<file path="config.mk">
export PLATFORM = sky130hd
export DESIGN_NAME = muldiv_sequencer
export DESIGN_NICKNAME = d
export VERILOG_FILES = /design/src/rtl/muldiv_pkg.sv /design/src/rtl/muldiv_req_fifo.sv /design/src/rtl/muldiv_sequencer.sv
export SDC_FILE = /design/constraint.sdc
export NUM_CORES = 1
export LEC_CHECK = 0
export ABC_CLOCK_PERIOD_IN_PS = 3900
export BUFFER_PORTS_ARGS = -buffer_cell sky130_fd_sc_hd__buf_2
export CELL_PAD_IN_SITES_DETAIL_PLACEMENT = 0
export CELL_PAD_IN_SITES_GLOBAL_PLACEMENT = 2
export CORE_ASPECT_RATIO = 1.4
export CORE_MARGIN = 3
export CORE_UTILIZATION = 30
export DETAILED_ROUTE_END_ITERATION = 16
export GPL_TIMING_DRIVEN = 0
export HOLD_SLACK_MARGIN = 0.12
export PLACE_DENSITY_LB_ADDON = 0.1
export SYNTH_ARGS = -nofsm -noshare
export SYNTH_HDL_FRONTEND = slang
export SYNTH_SLANG_ARGS = --single-unit
</file>
<file path="constraint.sdc">
create_clock -name clock -period 3.9 [get_ports clock]
set_clock_uncertainty 0.2 [all_clocks]
set_input_delay 0.585 -clock clock [delete_from_list [all_inputs] [get_ports clock]]
set_output_delay 0.585 -clock clock [all_outputs]
set_load 0.03 [all_outputs]
</file>
<file path="src/rtl/muldiv_pkg.sv">
// Shared widths, opcode encodings and FSM state type for the muldiv request sequencer.
package muldiv_pkg;

  localparam int A_W = 32;
  localparam int B_W = 64;
  localparam int R_W = 64;

  localparam logic OP_MUL = 1'b1;
  localparam logic OP_DIV = 1'b0;

  typedef struct packed {
    logic [A_W-1:0] a;
    logic [B_W-1:0] b;
    logic           op;
  } req_t;

  localparam int REQ_W = $bits(req_t);

  typedef enum logic [2:0] {
    IDLE,
    CLR,
    LOAD,
    START,
    WAIT,
    RESP
  } state_e;

endpackage

</file>
<file path="src/rtl/muldiv_req_fifo.sv">
// Request queue: FIFO of packed requests, synchronous reset, full blocks push even on a same-cycle pop.
module muldiv_req_fifo
  import muldiv_pkg::*;
#(
  parameter int DEPTH = 4,
  parameter int WIDTH = REQ_W
) (
  input  logic             clock,
  input  logic             reset,
  input  logic             push_valid,
  output logic             push_ready,
  input  logic [WIDTH-1:0] push_data,
  output logic             pop_valid,
  input  logic             pop_en,
  output logic [WIDTH-1:0] pop_data
);

  localparam int PTR_W = $clog2(DEPTH);
  localparam int CNT_W = $clog2(DEPTH + 1);

  logic [WIDTH-1:0] mem_q [DEPTH];
  logic [PTR_W-1:0] wr_ptr_q, wr_ptr_d;
  logic [PTR_W-1:0] rd_ptr_q, rd_ptr_d;
  logic [CNT_W-1:0] count_q,  count_d;
  logic             do_push,  do_pop;

  assign push_ready = (count_q != CNT_W'(DEPTH));
  assign pop_valid  = (count_q != '0);
  assign do_push    = push_valid & push_ready;
  assign do_pop     = pop_en & pop_valid;
  assign pop_data   = mem_q[rd_ptr_q];

  always_comb begin
    // NOTE: every always_comb output gets a default first so no path can infer a latch.
    wr_ptr_d = wr_ptr_q;
    rd_ptr_d = rd_ptr_q;
    count_d  = count_q;
    if (do_push) wr_ptr_d = wr_ptr_q + PTR_W'(1);
    if (do_pop)  rd_ptr_d = rd_ptr_q + PTR_W'(1);
    case ({do_push, do_pop})
      2'b10:   count_d = count_q + CNT_W'(1);
      2'b01:   count_d = count_q - CNT_W'(1);
      default: count_d = count_q;
    endcase
  end

  // NOTE: sequential state uses non-blocking assignments so all flops update together at the edge.
  always_ff @(posedge clock) begin
    if (reset) begin
      wr_ptr_q <= '0;
      rd_ptr_q <= '0;
      count_q  <= '0;
    end else begin
      wr_ptr_q <= wr_ptr_d;
      rd_ptr_q <= rd_ptr_d;
      count_q  <= count_d;
    end
  end

  // NOTE: storage is not reset; the pointers and count alone define which entries are valid.
  always_ff @(posedge clock) begin
    if (do_push) mem_q[wr_ptr_q] <= push_data;
  end

endmodule

</file>
<file path="src/rtl/muldiv_sequencer.sv">
// Queues multiply/divide requests and sequences them one at a time through an external muldiv unit.
module muldiv_sequencer
  import muldiv_pkg::*;
#(
  parameter int DEPTH   = 4,
  parameter int TIMEOUT = 200
) (
  input  logic           clock,
  input  logic           reset,
  input  logic           req_valid,
  output logic           req_ready,
  input  logic [A_W-1:0] req_a,
  input  logic [B_W-1:0] req_b,
  input  logic           req_op,
  output logic [A_W-1:0] md_opera1,
  output logic [B_W-1:0] md_opera2,
  output logic           md_muordi,
  output logic           md_start,
  output logic           md_reset,
  input  logic [R_W-1:0] md_result,
  input  logic           md_valid,
  output logic           rsp_valid,
  input  logic           rsp_ready,
  output logic [R_W-1:0] rsp_result,
  output logic           rsp_op,
  output logic           rsp_err,
  output logic           busy
);

  localparam int WD_W = (TIMEOUT > 1) ? $clog2(TIMEOUT) : 1;

  state_e          state_q,      state_d;
  logic [A_W-1:0]  opera1_q,     opera1_d;
  logic [B_W-1:0]  opera2_q,     opera2_d;
  logic            muordi_q,     muordi_d;
  logic [WD_W-1:0] wd_cnt_q,     wd_cnt_d;
  logic [R_W-1:0]  rsp_result_q, rsp_result_d;
  logic            rsp_op_q,     rsp_op_d;
  logic            rsp_err_q,    rsp_err_d;

  req_t            push_req;
  req_t            head_req;
  logic [REQ_W-1:0] head_raw;
  logic            head_valid;
  logic            fifo_pop;

  assign push_req = '{a: req_a, b: req_b, op: req_op};
  assign head_req = head_raw;

  muldiv_req_fifo #(
    .DEPTH (DEPTH),
    .WIDTH (REQ_W)
  ) u_req_fifo (
    .clock      (clock),
    .reset      (reset),
    .push_valid (req_valid),
    .push_ready (req_ready),
    .push_data  (push_req),
    .pop_valid  (head_valid),
    .pop_en     (fifo_pop),
    .pop_data   (head_raw)
  );

  always_comb begin
    state_d      = state_q;
    opera1_d     = opera1_q;
    opera2_d     = opera2_q;
    muordi_d     = muordi_q;
    wd_cnt_d     = wd_cnt_q;
    rsp_result_d = rsp_result_q;
    rsp_op_d     = rsp_op_q;
    rsp_err_d    = rsp_err_q;
    fifo_pop     = 1'b0;

    case (state_q)
      IDLE: begin
        if (head_valid) begin
          fifo_pop = 1'b1;
          opera1_d = head_req.a;
          opera2_d = head_req.b;
          muordi_d = head_req.op;
          state_d  = CLR;
        end
      end
      CLR:   state_d = LOAD;
      LOAD:  state_d = START;
      START: begin
        wd_cnt_d = '0;
        state_d  = WAIT;
      end
      WAIT: begin
        // A result arriving on the final watchdog cycle is still taken as a success.
        if (md_valid) begin
          rsp_result_d = md_result;
          rsp_op_d     = muordi_q;
          rsp_err_d    = 1'b0;
          state_d      = RESP;
        end else if (wd_cnt_q == WD_W'(TIMEOUT - 1)) begin
          rsp_result_d = '0;
          rsp_op_d     = muordi_q;
          rsp_err_d    = 1'b1;
          state_d      = RESP;
        end else begin
          wd_cnt_d = wd_cnt_q + WD_W'(1);
        end
      end
      RESP: begin
        if (rsp_ready) state_d = IDLE;
      end
      default: state_d = IDLE;
    endcase
  end

  always_ff @(posedge clock) begin
    if (reset) begin
      state_q      <= IDLE;
      opera1_q     <= '0;
      opera2_q     <= '0;
      muordi_q     <= 1'b0;
      wd_cnt_q     <= '0;
      rsp_result_q <= '0;
      rsp_op_q     <= 1'b0;
      rsp_err_q    <= 1'b0;
    end else begin
      state_q      <= state_d;
      opera1_q     <= opera1_d;
      opera2_q     <= opera2_d;
      muordi_q     <= muordi_d;
      wd_cnt_q     <= wd_cnt_d;
      rsp_result_q <= rsp_result_d;
      rsp_op_q     <= rsp_op_d;
      rsp_err_q    <= rsp_err_d;
    end
  end

  // The muldiv unit is held in reset whenever this block is, not only during CLR.
  assign md_reset   = reset | (state_q == CLR);
  assign md_start   = (state_q == START);
  assign md_opera1  = opera1_q;
  assign md_opera2  = opera2_q;
  assign md_muordi  = muordi_q;
  assign rsp_valid  = (state_q == RESP);
  assign rsp_result = rsp_result_q;
  assign rsp_op     = rsp_op_q;
  assign rsp_err    = rsp_err_q;
  assign busy       = (state_q != IDLE) | head_valid;

endmodule

</file>
Yosys cells after proc, flatten, opt, wreduce, memory -nomap -nowiden
Memory sizes are Yosys's and may differ from the RTL's. A register that Yosys moved wholly into a read port is not among the register bits.
Index checks and enable logic that the tools add are counted.
{"block": "op_classes", "addsub": 5, "n_eq_ne": 14, "muxes": 19, "bitwise_logic": 4, "n_reduce_logical": 10}
{"op": "$mux 64", "n": 2}
{"op": "$pmux 3 s6", "n": 1}
{"op": "$mux 8", "n": 2}
{"op": "$pmux 8 s2", "n": 1}
{"op": "$mux 3", "n": 4}
{"op": "$add 8x1->8 const B", "n": 1}
{"op": "$eq 8x8->1 const B", "n": 1}
{"op": "$mux 1", "n": 8}
{"op": "$eq 3x2->1 const B", "n": 2}
{"op": "$eq 3x3->1 const B", "n": 2}
{"op": "$ne 2x2->1 const B", "n": 3}
{"op": "$ne 3x3->1 const B", "n": 2}
{"op": "$pmux 3 s2", "n": 1}
{"op": "$reduce_and 3->1", "n": 2}
{"op": "$reduce_bool 2->1", "n": 3}
{"op": "$reduce_bool 3->1", "n": 2}
{"op": "$add 2x1->2 const B", "n": 2}
{"op": "$reduce_and 2->1", "n": 2}
{"op": "$add 3x1->3 const B", "n": 1}
{"op": "$eq 3x1->1 const B", "n": 1}
{"op": "$logic_not 3->1", "n": 1}
{"op": "$sub 3x1->3 const B", "n": 1}
{"op": "$and 1x1->1", "n": 2}
{"op": "$eq 2x1->1 const B", "n": 1}
{"op": "3 further kinds", "n": 4}
{"block": "word_totals", "regBits": 84, "ramBits": 388, "in_bits": 166, "word_cells": 61, "mem_count": 1}
{"name": "u_req_fifo.mem_q", "depth": 4, "word_bits": 97, "read_ports": 1, "rd_clocked_by_memory_dff": 1, "write_ports": 1, "line_no": "muldiv_req_fifo.sv:21", "text": "logic [WIDTH-1:0] mem_q [DEPTH];"}

Logic depth before layout (Yosys ltp)
Gate-level depths: netlist of the first run.
{"block": "depth", "depth_word": 6, "mapped_depth": 11, "mapped_depth_nobuf": 9}

Hierarchy
From an unflattened synthesis of the first run, not the netlist that was laid out.
{"block": "hier_totals", "hier_cells": 1209, "hier_area_um2": 20448.4}
{"mod": "muldiv_req_fifo", "instances": 1, "cells_per_inst": 559, "area_per_inst_um2": 14472.6}
{"mod": "muldiv_sequencer", "instances": 1, "cells_per_inst": 650, "area_per_inst_um2": 5975.7}

Least setup slack after synthesis of the first run
OpenSTA, ideal clock, no wires.
{"block": "synth_timing", "kind": "reg2reg", "startpoint": "register u_req_fifo.count_q[0]", "endpoint": "memory u_req_fifo.mem_q[0][0] (netlist bit) (enable)", "arrival_ns": 3.050, "required_ns": 3.232, "slack_ns": 0.182, "stages_incl_launch_ff": 3, "path_buffers": 0, "period_less_slack_ns": 3.718, "path_cell_list": "dfxtp_1 -> or3b_1 -> and3_1"}
{"block": "synth_between", "elab_chain_len": 4}
{"element": "start, declared", "line_no": "muldiv_req_fifo.sv:24", "text": "logic [CNT_W-1:0] count_q, count_d;"}
{"element": "start signal, assigned", "line_no": "muldiv_req_fifo.sv:56", "text": "count_q <= count_d;"}
{"element": "$ne 3x3->1", "line_no": "muldiv_req_fifo.sv:27", "text": "assign push_ready = (count_q != CNT_W'(DEPTH));"}
{"element": "named net req_ready", "line_no": "muldiv_sequencer.sv:11", "text": "output logic req_ready,"}
{"element": "$and 1x1->1", "line_no": "muldiv_req_fifo.sv:29", "text": "assign do_push = push_valid & push_ready;"}
{"element": "$mux 1", "line_no": "muldiv_req_fifo.sv:62", "text": "if (do_push) mem_q[wr_ptr_q] <= push_data;"}
{"element": "$mux 1 (not written as such)", "line_no": "muldiv_req_fifo.sv:62"}
{"element": "end, declared", "line_no": "muldiv_req_fifo.sv:21"}
The timed path passes the listed nets, and every way through them passes these cells.

Worst setup path after layout of the first run
{"block": "layout_timing", "startpoint": "register state_q[2]", "endpoint": "register u_req_fifo.count_q[2]"}
{"block": "layout_between", "elab_chain_len": 5, "elab_cells_between_ends": 7, "cone_classes": "eq/ne (2); mux (2); bitwise (1); reduce/logical (2)"}
{"element": "start, declared", "line_no": "muldiv_sequencer.sv:32", "text": "state_e state_q, state_d;"}
{"element": "start signal, assigned", "line_no": "muldiv_sequencer.sv:125", "text": "state_q <= state_d;"}
{"element": "$logic_not 3->1 *", "line_no": "muldiv_sequencer.sv:75", "text": "case (state_q)"}
{"element": "$mux 1 *", "line_no": "muldiv_sequencer.sv:75"}
{"element": "named net fifo_pop", "line_no": "muldiv_sequencer.sv:45", "text": "logic fifo_pop;"}
{"element": "$and 1x1->1 *", "line_no": "muldiv_req_fifo.sv:30", "text": "assign do_pop = pop_en & pop_valid;"}
{"element": "$eq 2x1->1 or $eq 2x2->1 (tied branches)", "line_no": "muldiv_req_fifo.sv:40", "text": "case ({do_push, do_pop})"}
{"element": "$pmux 3 s2 or $reduce_bool 2->1 (tied branches)"}
Mark *: on every way through the listed nets, which the timed path passes. The rest lies on a longest branch.
A chain may end at the register's enable or synchronous reset.

==> impl_metrics.toml, run 1 <==
[status]
outcome = "finished clean"

[route]
dr.pass1.iters = 4
wl_per_cell_microns = 20.71
routed_wl_mm = 55.35
detailroute.via_count = 12250
drt_iter0_drc = 499
via_per_inst = 4.584
drc = 0
ant_nets = 0

[logic_synthesis]
synth_area_sq_mm = 0.02033
ys_dominant_reg_cell = "edfxtp_1"
syn_avg_cell_area_sq_um = 16.93
muxShareOfSynthArea_pct = 10.80
synth_top_area_share_pct = 57.32
synth_warnings = 0
synth_top_cells_by_area = "edfxtp_1 57%, dfxtp_1 18%, mux4_2 11%, nand2_1 3.7%, a22o_1 2.8%"
synth_edf_count = 388
seq_area_frac_synth_pct = 75.14
synth_adder_area_share_pct = 0.4678
synth_compound_area_share_pct = 6.174
ys_seq_elements = 569
synth-simple-area-share_pct = 5.066
yosys.area.top_type = "edfxtp_1"
synth_xor_area_share_pct = 0.2585
synth_nets = 1374
syn_inst = 1201
yosysUniqueCellTypes = 46
synthArstFlopShare_pct = 0
synth_top_family_by_area = "multiplexers"

[setup_path]
cp.arrival_ns = 3.97
rr_startpoint = "state_q[2]"
critical_path.startpoint = "state_q[2]"
critical_path_class = "reg2reg"
end_kind = "register"
path_delay_family = "simple AND/OR/NAND/NOR gates"
crit_required_ns = 4.22
cp-start-kind = "register"
max_stage_delay_ns = 0.50
critPathMaxFanout = 10
cp_common_cell = "buf_2"
crit_buf_inv = 4
r2r_slack_ns = 0.25
slowest_stage = "nor3_1"
cp_cell_sequence = "buf_2, nor3_1, nand2_2, clkinv_2, buf_2, ha_1, inv_1, fa_1, xor2_1, or3_1, a21oi_1"

[cells_and_area]
final_cell_mix = "388 x edfxtp_1, 363 x buf_2, 201 x nand2_1, 181 x dfxtp_1, 163 x dlygate4sd3_1"
syn_to_final_growth_pct = 31.85
drive_above_1_share_pct = 31.73
fillCellCount = 6330
layout_commonest_cell = "edfxtp_1"
fin_nets = 1937

[sta]
rsz0062_at_grt = "false"
fin_crit_ns = 3.651
period_share_pct = 93.62
final_hold_viol_count = 0
finalWorstSetupSlack_ns = 0.2488
slew_headroom_pct = 28.15
final_max_slew_viol_count = 0
finalSetupViolCount = 0
worst_pin_slew_ns = 1.078
fmax_ghz = 0.2739

[clock_tree]
ctsRootBufferMaster = "clkbuf_16"
cts_setup_buffers = 0
clock_latency_ns = 0.61
numCtsBuffers = 58
clk_path_buf_depth = 3
clk_pin_slew_ns = 0.07
cts_tree = "yes"
htree_levels = 2
clock_sinks = 569

[die]
pin_count = 334
start_util_pct = 30.41
row_count = 112
dieArea_sq_mm = 0.07096
core_sq_mm = 0.06684
die_h_microns = 314.0
die_x_microns = 226.0

[placed_design]
port_buffers = 332
dp_slack_ns = 0.1515
dpl.hpwl_mm = 35.84
gp_congestion = 0.7050

[global_routing]
grtUsageTotal_pct = 15.35
overflow = 0
antenna_found_initial = 6
grt_first_pass_wirelength_mm = 81.50
grt_start_max_net_pins = 48
grt_pass1_vias = 12930

[hold_path]
holdCritStartpoint = "md_opera1[26]"
hp-class = "reg2reg"

[power]
powerDensity_mw_per_mm2 = 681.5
power_mw = 18.27
ir_worst_vdd_v = 0.0003687
p_leak_nw = 9.808

[flow_run]
drv_cap = 0
-- Yosys cell counts (all sizes together), types with 4 or more instances --
cell    instances
o21ai           5
buf            47
mux4           97
clkbuf         25
nor2           12
ha              6
nand2         202
nor3            5
dfxtp         181
and3            5
nand3           5
a31oi           5
a21oi         110
a22o           64
edfxtp        388
or3             4
inv            10
-- logic make-up after synthesis --
| group | after synthesis |
|---|---|
| xor+xnor | 6 |
| flops | 569 |
| compound gates | 192 |
| mux | 98 |
| simple gates | 247 |
| fa+ha+maj | 7 |
| buf+inv | 82 |
-- report_power, final --
part / leakage (nW) / switching [mW] / internal, mW
Combinational: 3.87 / 3.29 / 1.71
Sequential: 5.03 / 0.382 / 7.44
Clock: 0.906 / 2.30 / 3.13
-- state kept, by name, summed over array words and instances, names as in the netlist, 3 cells and up --
signal and cells:
u_req_fifo.mem_q 388, md_opera2 64, rsp_result 64, md_opera1 32
wd_cnt_q 8, state_q 3, u_req_fifo.count_q 3
-- metrics by stage --
step / hold WS [ns] / util [%] / setup TNS (ns) / cell area, sq um / std cells
finish: 0.2494 / 40.10 / 0 / 26800 / 2672
global route: 0.2380 / 40.09 / 0 / 26800 / 2670
CTS: 0.2063 / 40.08 / 0 / 26790 / 2667
detailed placement: 0.2444 / 34.86 / 0 / 23300 / 2396
global placement: 0.2415 / 34.50 / -921.28 / 23060 / 2388
floorplan: 0.2310 / - / 0 / 20330 / 1201
-- final cells by class --
class / instances / area [sq um] / area share [%]
diodes: 5 / 12.51 / 0.04668
plain buffers: 72 / 387.9 / 1.447
clock buffers: 89 / 1669 / 6.228
clock inverters: 19 / 188.9 / 0.7049
inverters: 10 / 38.79 / 0.1447
multi-input cells: 550 / 4647 / 17.34
flip-flops and latches: 569 / 15270 / 56.99
well taps: 855 / 1070 / 3.991
repair buffers: 503 / 3513 / 13.11
-- per-layer routing --
layer / track usage [%] / wire, microns
met1: 18.13 / 22250
met2: 28.15 / 28640
met3: 3.293 / 3324
met4: 3.989 / 1119
met5: 0 / 13
-- path summary, 6_finish.rpt --
kind         depth (start not counted)                     to
max reg2reg                         11  u_req_fifo.count_q[2]
max                                 11  u_req_fifo.count_q[2]
min                                  2          md_opera1[26]
min reg2reg                          2          md_opera1[26]
-- what timing repair did --
| item | in CTS | in global routing |
|---|---|---|
| hold buffers | 163 | 0 |
| setup endpoints to repair | 0 | 1 |
| resized for setup | 0 | 1 |
| hold endpoints to repair | 454 | 0 |
-- tightest hold or removal path, delay by kind of cell (launching register included) --
family,cells,cell delay [ns]
AND/OR/NAND/NOR,1,0.05
flip-flops,1,0.30
AO/OA/AOI/OAI,1,0.05
Note: power is estimated with default switching activity, not from simulation.
==> run 2, diff against run 1 <==
Settings changed: PLACE_DENSITY set to 0.64, PLACE_DENSITY_LB_ADDON 0.1 to not set.
==> impl_metrics.toml, run 2 (synthesis gave the netlist of run 1 again) <==
[sta]
fin_crit_ns = 3.518
rsz0062_at_grt = "false"
finalSetupViolCount = 0
final_hold_viol_count = 0
slew_headroom_pct = 31.51
period_share_pct = 90.21
fmax_ghz = 0.2842
worst_pin_slew_ns = 1.027
final_max_slew_viol_count = 0
finalWorstSetupSlack_ns = 0.3818

[setup_path]
critical_path.startpoint = "state_q[2]"
crit_required_ns = 4.23
cp-start-kind = "register"
r2r_slack_ns = 0.38
critical_path_class = "reg2reg"
cp_common_cell = "buf_2"
cp_cell_sequence = "buf_2, nor3_1, nand2_2, inv_2, buf_2, ha_1, inv_1, fa_1, xor2_1, or3_1, a21oi_1"
critPathMaxFanout = 10
cp.arrival_ns = 3.85
end_kind = "register"
rr_endpoint = "u_req_fifo.count_q[2]"
slowest_stage = "nor3_1"
path_delay_family = "simple AND/OR/NAND/NOR gates"
max_stage_delay_ns = 0.45
reg2reg_depth = 11
crit_buf_inv = 4
rr_startpoint = "state_q[2]"

[power]
ir_worst_vdd_v = 0.0004127
p_leak_nw = 9.901
powerDensity_mw_per_mm2 = 692.1

[global_routing]
grt_start_max_net_pins = 50
grtUsageTotal_pct = 14.87
grt_pass1_vias = 12890
antenna_found_initial = 2
grt_first_pass_wirelength_mm = 79.03
overflow = 0

[clock_tree]
clock_sinks = 569
clk_pin_slew_ns = 0.06
cts_setup_buffers = 0
cts_hold_buf = 163
htree_levels = 2
ctsRootBufferMaster = "clkbuf_16"
ctsResizeCount = 0
cts_tree = "yes"
numCtsBuffers = 57
clk_path_buf_depth = 3
clock_latency_ns = 0.62

[hold_path]
holdCritStartpoint = "req_valid"
whs_path_depth = 4
holdPathEnd = "u_req_fifo.wr_ptr_q[1]"
hp-class = "in2reg"

[placed_design]
port_buffers = 332
gp_congestion = 0.7318
dpl.hpwl_mm = 35.03
dp_slack_ns = 0.2914

[cells_and_area]
multi_input_area_sq_mm = 0.004647
syn_to_final_growth_pct = 32.67
layout_commonest_cell = "edfxtp_1"
largest_register_ffs = 388
regArea_sq_mm = 0.01527
drive_above_1_share_pct = 32.45
fillCellCount = 6230
fin_nets = 1936
final_cell_mix = "388 x edfxtp_1, 363 x buf_2, 201 x nand2_1, 181 x dfxtp_1, 163 x dlygate4sd3_1"
top_register = "u_req_fifo.mem_q"
utilization_pct = 40.34

[die]
row_count = 112
pin_count = 334
die_x_microns = 226.0
start_util_pct = 30.41
die_h_microns = 314.0
dieArea_sq_mm = 0.07096
core_sq_mm = 0.06684

[route]
drc = 0
wl_per_cell_microns = 19.98
ant_nets = 0
drt_iter0_drc = 568
detailroute.via_count = 12120
via_per_inst = 4.539
dr.pass1.iters = 5
routed_wl_mm = 53.32

[status]
outcome = "finished clean"

[flow_run]
drv_cap = 0
-- run 2: final cells by class --
| cell class | instances | share of cell area, % |
|---|---|---|
| sequential | 569 | 56.64 |
| buffer | 72 | 1.438 |
| tap | 855 | 3.967 |
| antenna | 2 | 0.01856 |
| inverter | 10 | 0.1392 |
| clock inverter | 37 | 1.925 |
| clock buffer | 71 | 5.609 |
| timing repair buffer | 503 | 13.03 |
| multi-input combinational | 550 | 17.23 |
-- run 2: tightest hold or removal path: stages --
cell     delay (ns)
buf_2          0.13
and2_1         0.17
nand2_1        0.07
a21oi_1        0.05
-- run 2: per-stage QoR --
step / hold slack [ns] / power [mW] / area [sq um] / setup TNS, ns / cells
floorplan: 0.2310 / 11.10 / 20330 / 0 / 1201
global placement: 0.2410 / 12.91 / 23060 / -829.89 / 2388
detailed placement: 0.2461 / 12.94 / 23300 / 0 / 2396
CTS: 0.1942 / 19.07 / 26960 / 0 / 2667
global route: 0.2189 / 19.66 / 26960 / 0 / 2668
finish: 0.2493 / 18.66 / 26970 / 0 / 2669
-- run 2: power by group --
part / total [mW] / leakage (nW) / internal, mW / switching [mW]
logic: 4.93 / 3.87 / 1.71 / 3.21
registers: 7.85 / 5.03 / 7.44 / 0.403
clock network: 5.89 / 0.998 / 3.56 / 2.34
-- run 2: routing by layer --
layer / global-route usage (%) / vias to the layer above / part of all wire, %
met3: 3.656 / 63 / 5.9
met5: 0 / - / 0
li1: - / 5740 / -
met1: 16.61 / 5977 / 39
met4: 4.162 / 0 / 2.3
met2: 27.87 / 335 / 53
-- run 2: how the worst max path moves through the flow --
stage / to / cells after the start
2_1_floorplan: u_req_fifo.mem_q[0][0] / 2
3_3_place_gp: u_req_fifo.mem_q[3][49] / 2
3_5_place_dp: u_req_fifo.count_q[2] / 11
4_1_cts: u_req_fifo.count_q[2] / 11
5_1_grt: u_req_fifo.count_q[2] / 11
6_report: u_req_fifo.count_q[2] / 11
